`src/rtl/morse_tx_keyer.sv`:
```
// Morse keyer: sends one character (up to 5 dot/dash elements) or a word space per request.
// Optional square-wave sidetone on tone_out when MORSE_TX_TONE_EN is defined.
module morse_tx_keyer #(
    parameter int unsigned CLK_FREQ = 100_000,
    parameter int unsigned UNIT_MS  = 100,
    parameter int unsigned TONE_HZ  = 1_000
) (
    input  logic       clk,
    input  logic       rst,
    input  logic       sym_valid,
    output logic       sym_ready,
    input  logic [2:0] sym_len,
    input  logic [4:0] sym_bits,
    input  logic       sym_space,
    output logic       key_out,
    output logic       busy,
    output logic       tone_out
);

    localparam int unsigned UNIT_TICKS = CLK_FREQ * UNIT_MS / 1000;
    localparam int unsigned TICK_W     = (UNIT_TICKS > 1) ? $clog2(UNIT_TICKS) : 1;
    localparam logic [TICK_W-1:0] TICK_LAST = TICK_W'(UNIT_TICKS - 1);

    typedef enum logic [2:0] {
        StIdle, StMark, StElemGap, StCharGap, StWordGap
    } state_t;

    state_t            state_q, state_d;
    logic [TICK_W-1:0] tick_q, tick_d;
    logic [1:0]        units_q, units_d;   // remaining whole units in this period, minus one
    logic [4:0]        bits_q, bits_d;
    logic [2:0]        left_q, left_d;     // elements still to send, including current
    logic              key_q;
    logic              unit_end, period_end;

    assign unit_end   = (tick_q == TICK_LAST);
    assign period_end = unit_end && (units_q == 2'd0);

    always_comb begin
        state_d = state_q;
        tick_d  = tick_q;
        units_d = units_q;
        bits_d  = bits_q;
        left_d  = left_q;

        if (state_q != StIdle) begin
            tick_d = unit_end ? '0 : tick_q + 1'b1;
            if (unit_end && units_q != 2'd0) units_d = units_q - 2'd1;
        end

        unique case (state_q)
            StIdle: begin
                if (sym_valid) begin
                    tick_d = '0;
                    if (sym_space) begin
                        state_d = StWordGap;
                        units_d = 2'd3;
                    end else if (sym_len != 3'd0) begin
                        state_d = StMark;
                        bits_d  = sym_bits;
                        left_d  = (sym_len > 3'd5) ? 3'd5 : sym_len;
                        units_d = sym_bits[0] ? 2'd2 : 2'd0;
                    end
                end
            end
            StMark: begin
                if (period_end) begin
                    if (left_q == 3'd1) begin
                        state_d = StCharGap;
                        units_d = 2'd2;
                    end else begin
                        state_d = StElemGap;
                        units_d = 2'd0;
                        bits_d  = bits_q >> 1;
                        left_d  = left_q - 3'd1;
                    end
                end
            end
            StElemGap: begin
                if (period_end) begin
                    state_d = StMark;
                    units_d = bits_q[0] ? 2'd2 : 2'd0;
                end
            end
            StCharGap, StWordGap: begin
                if (period_end) state_d = StIdle;
            end
            default: state_d = StIdle;
        endcase
    end

    always_ff @(posedge clk or posedge rst) begin
        if (rst) begin
            state_q <= StIdle;
            tick_q  <= '0;
            units_q <= 2'd0;
            bits_q  <= 5'd0;
            left_q  <= 3'd0;
            key_q   <= 1'b0;
        end else begin
            state_q <= state_d;
            tick_q  <= tick_d;
            units_q <= units_d;
            bits_q  <= bits_d;
            left_q  <= left_d;
            key_q   <= (state_d == StMark);
        end
    end

    assign sym_ready = (state_q == StIdle);
    assign busy      = ~sym_ready;
    assign key_out   = key_q;

`ifdef MORSE_TX_TONE_EN
    localparam int unsigned HALF_RAW = CLK_FREQ / (2 * TONE_HZ);
    localparam int unsigned HALF     = (HALF_RAW > 0) ? HALF_RAW : 1;
    localparam int unsigned TONE_W   = (HALF > 1) ? $clog2(HALF) : 1;
    localparam logic [TONE_W-1:0] HALF_LAST = TONE_W'(HALF - 1);

    logic [TONE_W-1:0] tone_cnt_q;
    logic              tone_q;

    always_ff @(posedge clk or posedge rst) begin
        if (rst) begin
            tone_cnt_q <= '0;
            tone_q     <= 1'b0;
        end else if (!key_q) begin
            tone_cnt_q <= '0;
            tone_q     <= 1'b0;
        end else if (tone_cnt_q == HALF_LAST) begin
            tone_cnt_q <= '0;
            tone_q     <= ~tone_q;
        end else begin
            tone_cnt_q <= tone_cnt_q + 1'b1;
        end
    end

    assign tone_out = tone_q & key_q;
`else
    assign tone_out = 1'b0;
`endif

endmodule

```
`config.mk`:
```
export PLATFORM = sky130hd
export DESIGN_NAME = morse_tx_keyer
export DESIGN_NICKNAME = d
export VERILOG_FILES = /design/src/rtl/morse_tx_keyer.sv
export SDC_FILE = /design/constraint.sdc
export NUM_CORES = 1
export LEC_CHECK = 0
export CORE_ASPECT_RATIO = 1.2
export CORE_MARGIN = 2
export CORE_UTILIZATION = 51
export CTS_CLUSTER_DIAMETER = 120
export DETAILED_ROUTE_END_ITERATION = 10
export GPL_ROUTABILITY_DRIVEN = 0
export PLACE_DENSITY_LB_ADDON = 0.15
export SYNTH_ARGS = -nofsm -noshare
export SYNTH_HDL_FRONTEND = slang
export SYNTH_SLANG_ARGS = --single-unit
export TNS_END_PERCENT = 100
```
`constraint.sdc`:
```
create_clock -name clk -period 2.22 [get_ports clk]
set_clock_uncertainty 0.1 [all_clocks]
set_input_delay 0.555 -clock clk [delete_from_list [all_inputs] [get_ports clk]]
set_output_delay 0.555 -clock clk [all_outputs]
set_load 0.03 [all_outputs]
```
Word level (Yosys, flattened, before mapping)

Index checks and enable logic that the tools add are counted.
W data, S select, Z words.

Flip-flop bits (word level): 28

$add $sub $neg: 3
$lt $le $gt $ge: 1
Eq/ne operators: 12
Multiplexer cells: 36
Bitwise gates (word level): 1
Reduce and logical (&&, ||, !) cells: 10

Operators by type and width:

| kind                    | count |
|---|---|
| $mux W14                | 4 |
| $mux W3                 | 12 |
| $mux W5                 | 5 |
| $mux W2                 | 10 |
| $add A14 B1 Y14 const B | 1 |
| $eq A14 B14 Y1 const B  | 1 |
| $pmux W3 S4             | 1 |
| $pmux W5 S2             | 1 |
| $eq A3 B1 Y1 const B    | 3 |
| $ne A2 B2 Y1 const B    | 4 |
| $eq A3 B2 Y1 const B    | 2 |
| $pmux W2 S3             | 1 |
| $pmux W3 S2             | 1 |
| $reduce_and A6 Y1       | 1 |
| $reduce_bool A3 Y1      | 2 |
| $reduce_bool A2 Y1      | 2 |
| $eq A3 B3 Y1 const B    | 1 |
| $gt A3 B3 Y1 const B    | 1 |
| $logic_not A3 Y1        | 1 |
| $sub A3 B1 Y3 const B   | 1 |
| $logic_and A1 B1 Y1     | 2 |
| $logic_not A2 Y1        | 1 |
| $ne A2 B1 Y1 const B    | 1 |
| $reduce_or A2 Y1        | 1 |
| 3 further kinds         | 3 |

Logic depth before layout (Yosys ltp)

Gate-level depths: netlist (run 1).

Depth after elaboration: 8
Gate-level depth with buffers: 8
Mapped depth without buffers: 7

Least setup slack after synthesis (run 1)

No wires, ideal clock.

Path type: register to register
Start point: register state_q[2]
End point: register units_q[1]
Arrival: 2.200 ns
Path slack: -0.167 ns
Stages on the path, launching flop included: 9
Buffers on the path: 1
Period minus slack after synthesis: 2.387 ns
Cell sequence: dfrtp_1 -> buf_2 -> nor2_1 -> nand2_1 -> inv_1 -> nor2_1 -> nand3b_1 -> mux2_2 -> a22oi_1

Elaborated cells between the ends (all ways): 11
Classes of those cells: eq/ne (2); mux (7); reduce/logical (2)

RTL lines:

| item                   | line | RTL |
|---|---|---|
| start, declared        | 28   | `state_t state_q, state_d;` |
| start signal, assigned | 94   | `state_q <= StIdle;` |
| start signal, assigned | 101  | `state_q <= state_d;` |
| $logic_not A3 Y1       | --   |  |
| net sym_ready          | 11   | `output logic sym_ready,` |
| $pmux W2 S3            | 51   | `unique case (state_q)` |
| net units_d[1]         | 30   | `logic [1:0] units_q, units_d;` |
| end signal, assigned   | 103  | `units_q <= units_d;` |
| end, declared          | 30   |  |

The timed path passes the listed nets, and every way through them passes these cells.
A chain may end at the register's enable or synchronous reset.

Final worst setup path (run 1)

Start point: register tick_q[5]
End point: register left_q[1]

Longest elaborated chain between the ends: 4

Ends and longest elaborated chain:

| item                               | line | RTL |
|---|---|---|
| start, declared                    | 29   | `logic [TICK_W-1:0] tick_q, tick_d;` |
| start signal, assigned             | 102  | `tick_q <= tick_d;` |
| $eq A14 B14 Y1                     | 36   | `assign unit_end = (tick_q == TICK_LAST);` |
| $logic_and A1 B1 Y1                | 37   | `assign period_end = unit_end && (units_q == 2'd0);` |
| $ne A2 B2 Y1 (no source line)      | --   |  |
| $reduce_and A6 Y1 (no source line) | --   |  |
| end signal, assigned               | 105  | `left_q <= left_d;` |
| end, declared                      | 32   | `logic [2:0] left_q, left_d;` |

No other way between the ends.

==> summary.md, run 1 <==
| Metric | Value |
|---|---|
| CP required | around 2.4 ns |
| Horiz. Die Dim | about 56 µm |
| CP Max Fanout | 2 |
| Final Setup Violations | 6 |
| Setup TNS | -0.548 ns |
| Mapped cell area | 1660 µm² |
| Distinct cells, synth | 44 |
| Net Sw Power | 0.000760 W |
| GRT Total Usage | 0.218 |
| Run status | finished with violations |
| Share of cells above drive strength 1 | 0.311 |
| Vias in the first global route | around 1500 |
| Slew Limit Fails | 0 |
| Vias/cell | 5.57 |
| CP endpoint kind | flip-flop |
| Failing checks | negative setup slack |
| Most frequent cells in the layout | 34 x buf_4, 27 x dfrtp_1, 20 x nor2_1 |
| Critical Path Source Type | flip-flop |
| CTS tree | done |
| 1st-iter DRT viols | 21 |
| Leakage | 1.01 nW |
| Sequential share of power | 0.383 |
| Tmin final | between 2 and 2.5 ns |
| Tot Pwr | slightly below 0.002 W |
| Post-Route WL | 3850 µm |
| Finished Layout Cells | about 260 |
| DR pass1 iterations | 4 |
| Ys flop type | dfrtp_1 |
| P&R area growth vs syn | 31.2% |
| Cells after Synth | around 180 |
| Reg2reg start | tick_q[5] |
| Hold-fix buffers, CTS | 0 |
| Clock power share | 0.126 |
| Worst hold start | bits_q[3] |
| Worst r2r dst | left_q[1] |
| Pin count of the biggest net entering global routing | 29 |
| Die Y | between 60 and 70 µm |
| Critical path class | flip-flop to flip-flop |
| Tcrit/Tclk final | 1.05 |
| Sequential fraction of the synthesis area | 0.423 |
| Via count | between 1000 and 1500 |
| Syn avg cell area | approximately 9.5 µm² |
| Yosys warning count | 0 |
| Hold Crit Class | flip-flop to flip-flop |
| Max cap viols | 0 |
| Commonest non-fill, non-tap cell in the layout | buf_4 |
| Antenna Cells | 0 |
| Internal reg-to-reg setup slack | -0.11 ns |
| Final Hold Fails | 0 |
| Layout filler cell count | between 200 and 250 |
| Layout net count | about 240 |
| Comb power frac | 0.491 |
| First-pass GRT wire length | around 6400 µm |
| Clock Path Buffers | 2 |
| Synth Register Bits | 28 |
| CP arrival | 2.46 ns |
| Worst vdd ir | roughly 800 µV |
| Clk sink count | 28 |
| RSZ-0062 raised after global routing | yes |
| FMAX | 430 MHz |
| Internal Power | ~0.0012 W |
| Worst Setup EP | left_q[1] |
| H-Tree Depth | 1 |
| Initial antenna violation count | 0 |
| Synthesized Nets | 191 |
| Core area | 3080 µm² |
| Sw frac | 0.383 |
| Post-synth EDFFs | 0 |
| Worst Reg-to-Reg Cells | 6 |
| Post-Place Cells | 244 |
| CTS root buf | clkbuf_4 |
| Initial core utilization | 0.538 |
| DIE AREA | approximately 3700 µm² |
| Worst-Skew Late Latency | 0.33 ns |
| Post-DP HPWL | 2780 µm |
| Synth async-reset ratio | 1.00 |
| Critical path startpoint | tick_q[5] |
| DRC | 0 |
| Antenna Nets Post-Route | 0 |
| Pwr/cell area | a little over 900 nW/µm² |
| Setup slack after layout | -0.106 ns |
| Routed len/inst | around 15 µm |
| Reg clk slew, reported paths | 0.16 ns |
| CTS Buf Count | 3 |
| Grt ovf | 0 |
| Std cell rows | 22 |
| I/O pin count | 16 |
| Port Buffers | 14 |
-- synth_stat cells (all sizes together), types with 3 or more instances --
cell	number	share of area
a21oi	8	0.024
nand4	4	0.015
xnor2	5	0.026
buf	3	0.011
mux2	11	0.086
a2bb2oi	3	0.016
ha	4	0.030
nor2	22	0.050
clkbuf	4	0.0091
dfrtp	28	0.42
xor2	6	0.032
nand2	13	0.029
nor3	6	0.025
nand3	8	0.024
o21ai	9	0.027
inv	11	0.025
-- cell type report --
cell class                 instances  area, µm²  share of cell area
clock buffer                       4       36.3              0.0167
tap                               36       45.0              0.0207
inverter                          11       41.3              0.0190
sequential                        28        702               0.323
multi-input combinational        129        936               0.430
timing repair buffer              50        414               0.190
-- how the worst min path moves through the flow --
| stage | end | slack (ns) | depth (start not counted) |
|---|---|---|---|
| 2_1_floorplan | bits_q[1] | 0.38 | 1 |
| 3_3_place_gp | bits_q[3] | 0.39 | 1 |
| 3_5_place_dp | bits_q[2] | 0.41 | 1 |
| 4_1_cts | bits_q[3] | 0.44 | 1 |
| 5_1_grt | bits_q[2] | 0.46 | 1 |
| 6_report | bits_q[3] | 0.43 | 1 |
-- kinds of logic after synthesis --
family / Yosys count / synth area share
xor+xnor: 11 / 0.0581
other cells: 1 / 0.00226
flops: 28 / 0.423
mux: 11 / 0.0860
simple gates: 70 / 0.229
compound gates: 32 / 0.128
buf+inv: 18 / 0.0445
fa+ha+maj: 4 / 0.0302
-- sequential cells by signal (all words and copies together), names as in the netlist --
name     count
tick_q      14
bits_q       5
left_q       3
state_q      3
units_q      2
key_out      1
-- power groups by stage --
stage	clock [W]	sequential, W	combinational, W
floorplan	0	0.000735	0.000593
global placement	0	0.000768	0.000813
detailed placement	0	0.000777	0.000851
CTS	0.000261	0.000768	0.000879
global route	0.000276	0.000781	0.00106
finish	0.000250	0.000761	0.000976
-- critical path: stages (launching register included) --
cell and delay, ns:
dfrtp_1 0.41, or4b_4 0.57, nor4_4 0.38, a31oi_2 0.17, nor3_4 0.17, buf_4 0.16, mux2_4 0.29
-- routing by layer --
layer | track usage | vias to the layer above | part of all wire | wire, µm
met5 | 0 | - | 0 | 0
met4 | 0.0655 | 0 | 0.011 | 41
met3 | 0.0233 | 4 | 0.022 | 85
met2 | 0.429 | 25 | 0.55 | 2100
met1 | 0.245 | 708 | 0.42 | 1620
li1 | - | 700 | - | -
-- metrics by stage --
| step | hold WS [ns] | util | area, µm² | setup slack, ns |
|---|---|---|---|---|
| floorplan | 0.376 | - | 1660 | -0.0855 |
| global placement | 0.395 | 0.649 | 2000 | -0.157 |
| detailed placement | 0.406 | 0.649 | 2000 | -0.244 |
| CTS | 0.441 | 0.683 | 2110 | -0.146 |
| global route | 0.460 | 0.705 | 2170 | -0.193 |
| finish | 0.432 | 0.705 | 2170 | -0.106 |
-- what timing repair did --
item	CTS	global route
gates resized for setup	7	13
setup buffers	6	4
pin swaps	5	11
setup endpoints to repair	10	14
hold endpoints to repair	0	0
cloned	0	1
Note: power is estimated with default switching activity, not from simulation.
==> inputs of run 2 (changes only) <==
- MAX_ROUTING_LAYER: default -> met4
==> run 2 against run 1 <==
Highest routed layer unchanged; utilization is the same; largest cell class unchanged; critical path type unchanged; sequential power is essentially flat; combinational power hardly changed; non-clock buffer count stayed put; the flow still finishes with violations (negative setup slack); global-route usage up 0.59 points; total power is essentially flat; clock-buffer cell count stayed put; critical path depth is the same.
==> summary.md, run 2 (synthesis results as in run 1) <==
| Metric | Value |
|---|---|
| Buf+Inv Stages, Crit Path | 1 |
| Hold path cells | 1 |
| Critical Path Source Type | flip-flop |
| Failing checks | negative setup slack |
| CTS root buf | clkbuf_4 |
| 1st-iter DRT viols | 22 |
| Clk sink count | 28 |
| Tot Pwr | 0.00199 W |
| Initial core utilization | 0.538 |
| Worst-case hold path end point | bits_q[3] |
| Grt ovf | 0 |
| Tcrit/Tclk final | 1.05 |
| Worst-Skew Late Latency | between 0.3 and 0.4 ns |
| Routed len/inst | 14.9 µm |
| Slew Limit Fails | 0 |
| CP max stage cell | or4b_4 |
| CP Max Fanout | 2 |
| Comb power frac | 0.491 |
| P&R area growth vs syn | 31.2% |
| Initial antenna violation count | 0 |
| CP arrival | 2.46 ns |
| Internal reg-to-reg setup slack | -0.11 ns |
| Biggest register | tick_q |
| Port Buffers | 14 |
| Worst hold start | bits_q[3] |
| Leakage | 1.01 nW |
| Clock Path Buffers | 2 |
| Setup slack after layout | -0.107 ns |
| Via count | 1439 |
| Std cell rows | 22 |
| Hold-fix buffers, CTS | 0 |
| Tmin final | 2.33 ns |
| GRT Total Usage | 0.224 |
| Post-Route WL | 3850 µm |
| Die Y | 66.5 µm |
| H-Tree Depth | 1 |
| Sequential share of power | 0.383 |
| First-pass GRT wire length | 6420 µm |
| Hold Crit Class | flip-flop to flip-flop |
| DR pass1 iterations | 4 |
| CP endpoint kind | flip-flop |
| Vias in the first global route | 1501 |
| RSZ-0062 raised after global routing | yes |
| Reg clk slew, reported paths | 0.16 ns |
| Antenna Cells | 0 |
| Max cap viols | 0 |
| Antenna Nets Post-Route | 0 |
| Net Sw Power | 0.000760 W |
| I/O pin count | 16 |
| Layout net count | approximately 240 |
| Final Hold Fails | 0 |
| Sw frac | 0.383 |
| Worst r2r dst | left_q[1] |
| Commonest non-fill, non-tap cell in the layout | buf_4 |
| Run status | finished with violations |
| Critical path class | flip-flop to flip-flop |
| Most frequent cells in the layout | 34 x buf_4, 27 x dfrtp_1, 20 x nor2_1 |
| Final Setup Violations | 6 |
| Pwr/cell area | a little over 900 nW/µm² |
| DRC | 0 |
| CP required | 2.35 ns |
| Horiz. Die Dim | roughly 56 µm |
| Share of cells above drive strength 1 | 0.311 |
| Max FFs per register | 14 |
| CP delay by family, top | simple AND/OR/NAND/NOR gates |
| Worst path cell trace | or4b_4 -> nor4_4 -> a31oi_2 -> nor3_4 -> buf_4 -> mux2_4 |
| Reg2reg start | tick_q[5] |
| CP peak stage delay | between 0.5 and 0.6 ns |
| Worst Reg-to-Reg Cells | 6 |
| CTS Buf Count | 3 |
| Pin count of the biggest net entering global routing | 29 |
| Vias/cell | 5.58 |
| Worst vdd ir | 818 µV |
| DIE AREA | 3720 µm² |
| Post-DP HPWL | 2780 µm |
| Post-layout util | 0.705 |
| CTS tree | done |
| Clock power share | 0.126 |
| Core area | 3080 µm² |
| WHS | ~0.43 ns |
| FMAX | 430 MHz |
| Internal Power | 0.00123 W |
| Largest regs | tick_q (14), bits_q (5) |
## run 2: timing repair
item | CTS | global route
setup buffers | 6 | 4
setup endpoints to repair | 10 | 14
pin swaps | 5 | 11
resized for setup | 7 | 13
cloned | 0 | 1
## run 2: worst max-delay path by stage
stage	slack [ns]	end	startpoint	cells past startpoint
after floorplan	-0.09	bits_q[0]	tick_q[4]	5
after global placement	-0.16	bits_q[1]	sym_len[1]	6
after detailed placement	-0.24	left_q[1]	sym_len[1]	6
after CTS	-0.15	left_q[1]	tick_q[12]	6
after global routing	-0.19	left_q[1]	tick_q[5]	6
final	-0.11	left_q[1]	tick_q[5]	6
## run 2: final cells by class
type                            instances  area [µm²]
Fill cell                             239         908
Tap cell                               36        45.0
Inverter                               11        41.3
Multi-Input combinational cell        129         936
Sequential cell                        28         702
Clock buffer                            4        36.3
Timing Repair Buffer                   50         414
## run 2: per-layer routing
metal / share of wire / routed length, µm / global-route usage
met1: 0.42 / 1610 / 0.245
met3: 0.023 / 90 / 0.0233
met2: 0.55 / 2100 / 0.429
met5: 0 / 0 / -
met4: 0.011 / 41 / 0.0655
## run 2: worst register-to-register path, cell delays in order (launching register included)
cell and delay [ns]:
dfrtp_1 0.41, or4b_4 0.57, nor4_4 0.38, a31oi_2 0.17
nor3_4 0.17, buf_4 0.16, mux2_4 0.29
## run 2: metrics by stage
step	worst slack [ns]	instance area [µm²]	TNS, ns	std cells
global placement	-0.157	2000	-1.26	244
finish	-0.107	2170	-0.562	258
global route	-0.193	2170	-1.30	258
floorplan	-0.0855	1660	-0.455	175
CTS	-0.146	2110	-1.06	254
detailed placement	-0.244	2000	-2.07	244
## run 2: power groups by stage
stage	sequential, W	combinational, W	clock, W
floorplan	0.000735	0.000593	0
global placement	0.000768	0.000813	0
detailed placement	0.000777	0.000851	0
CTS	0.000768	0.000879	0.000261
global route	0.000781	0.00106	0.000276
finish	0.000761	0.000976	0.000250
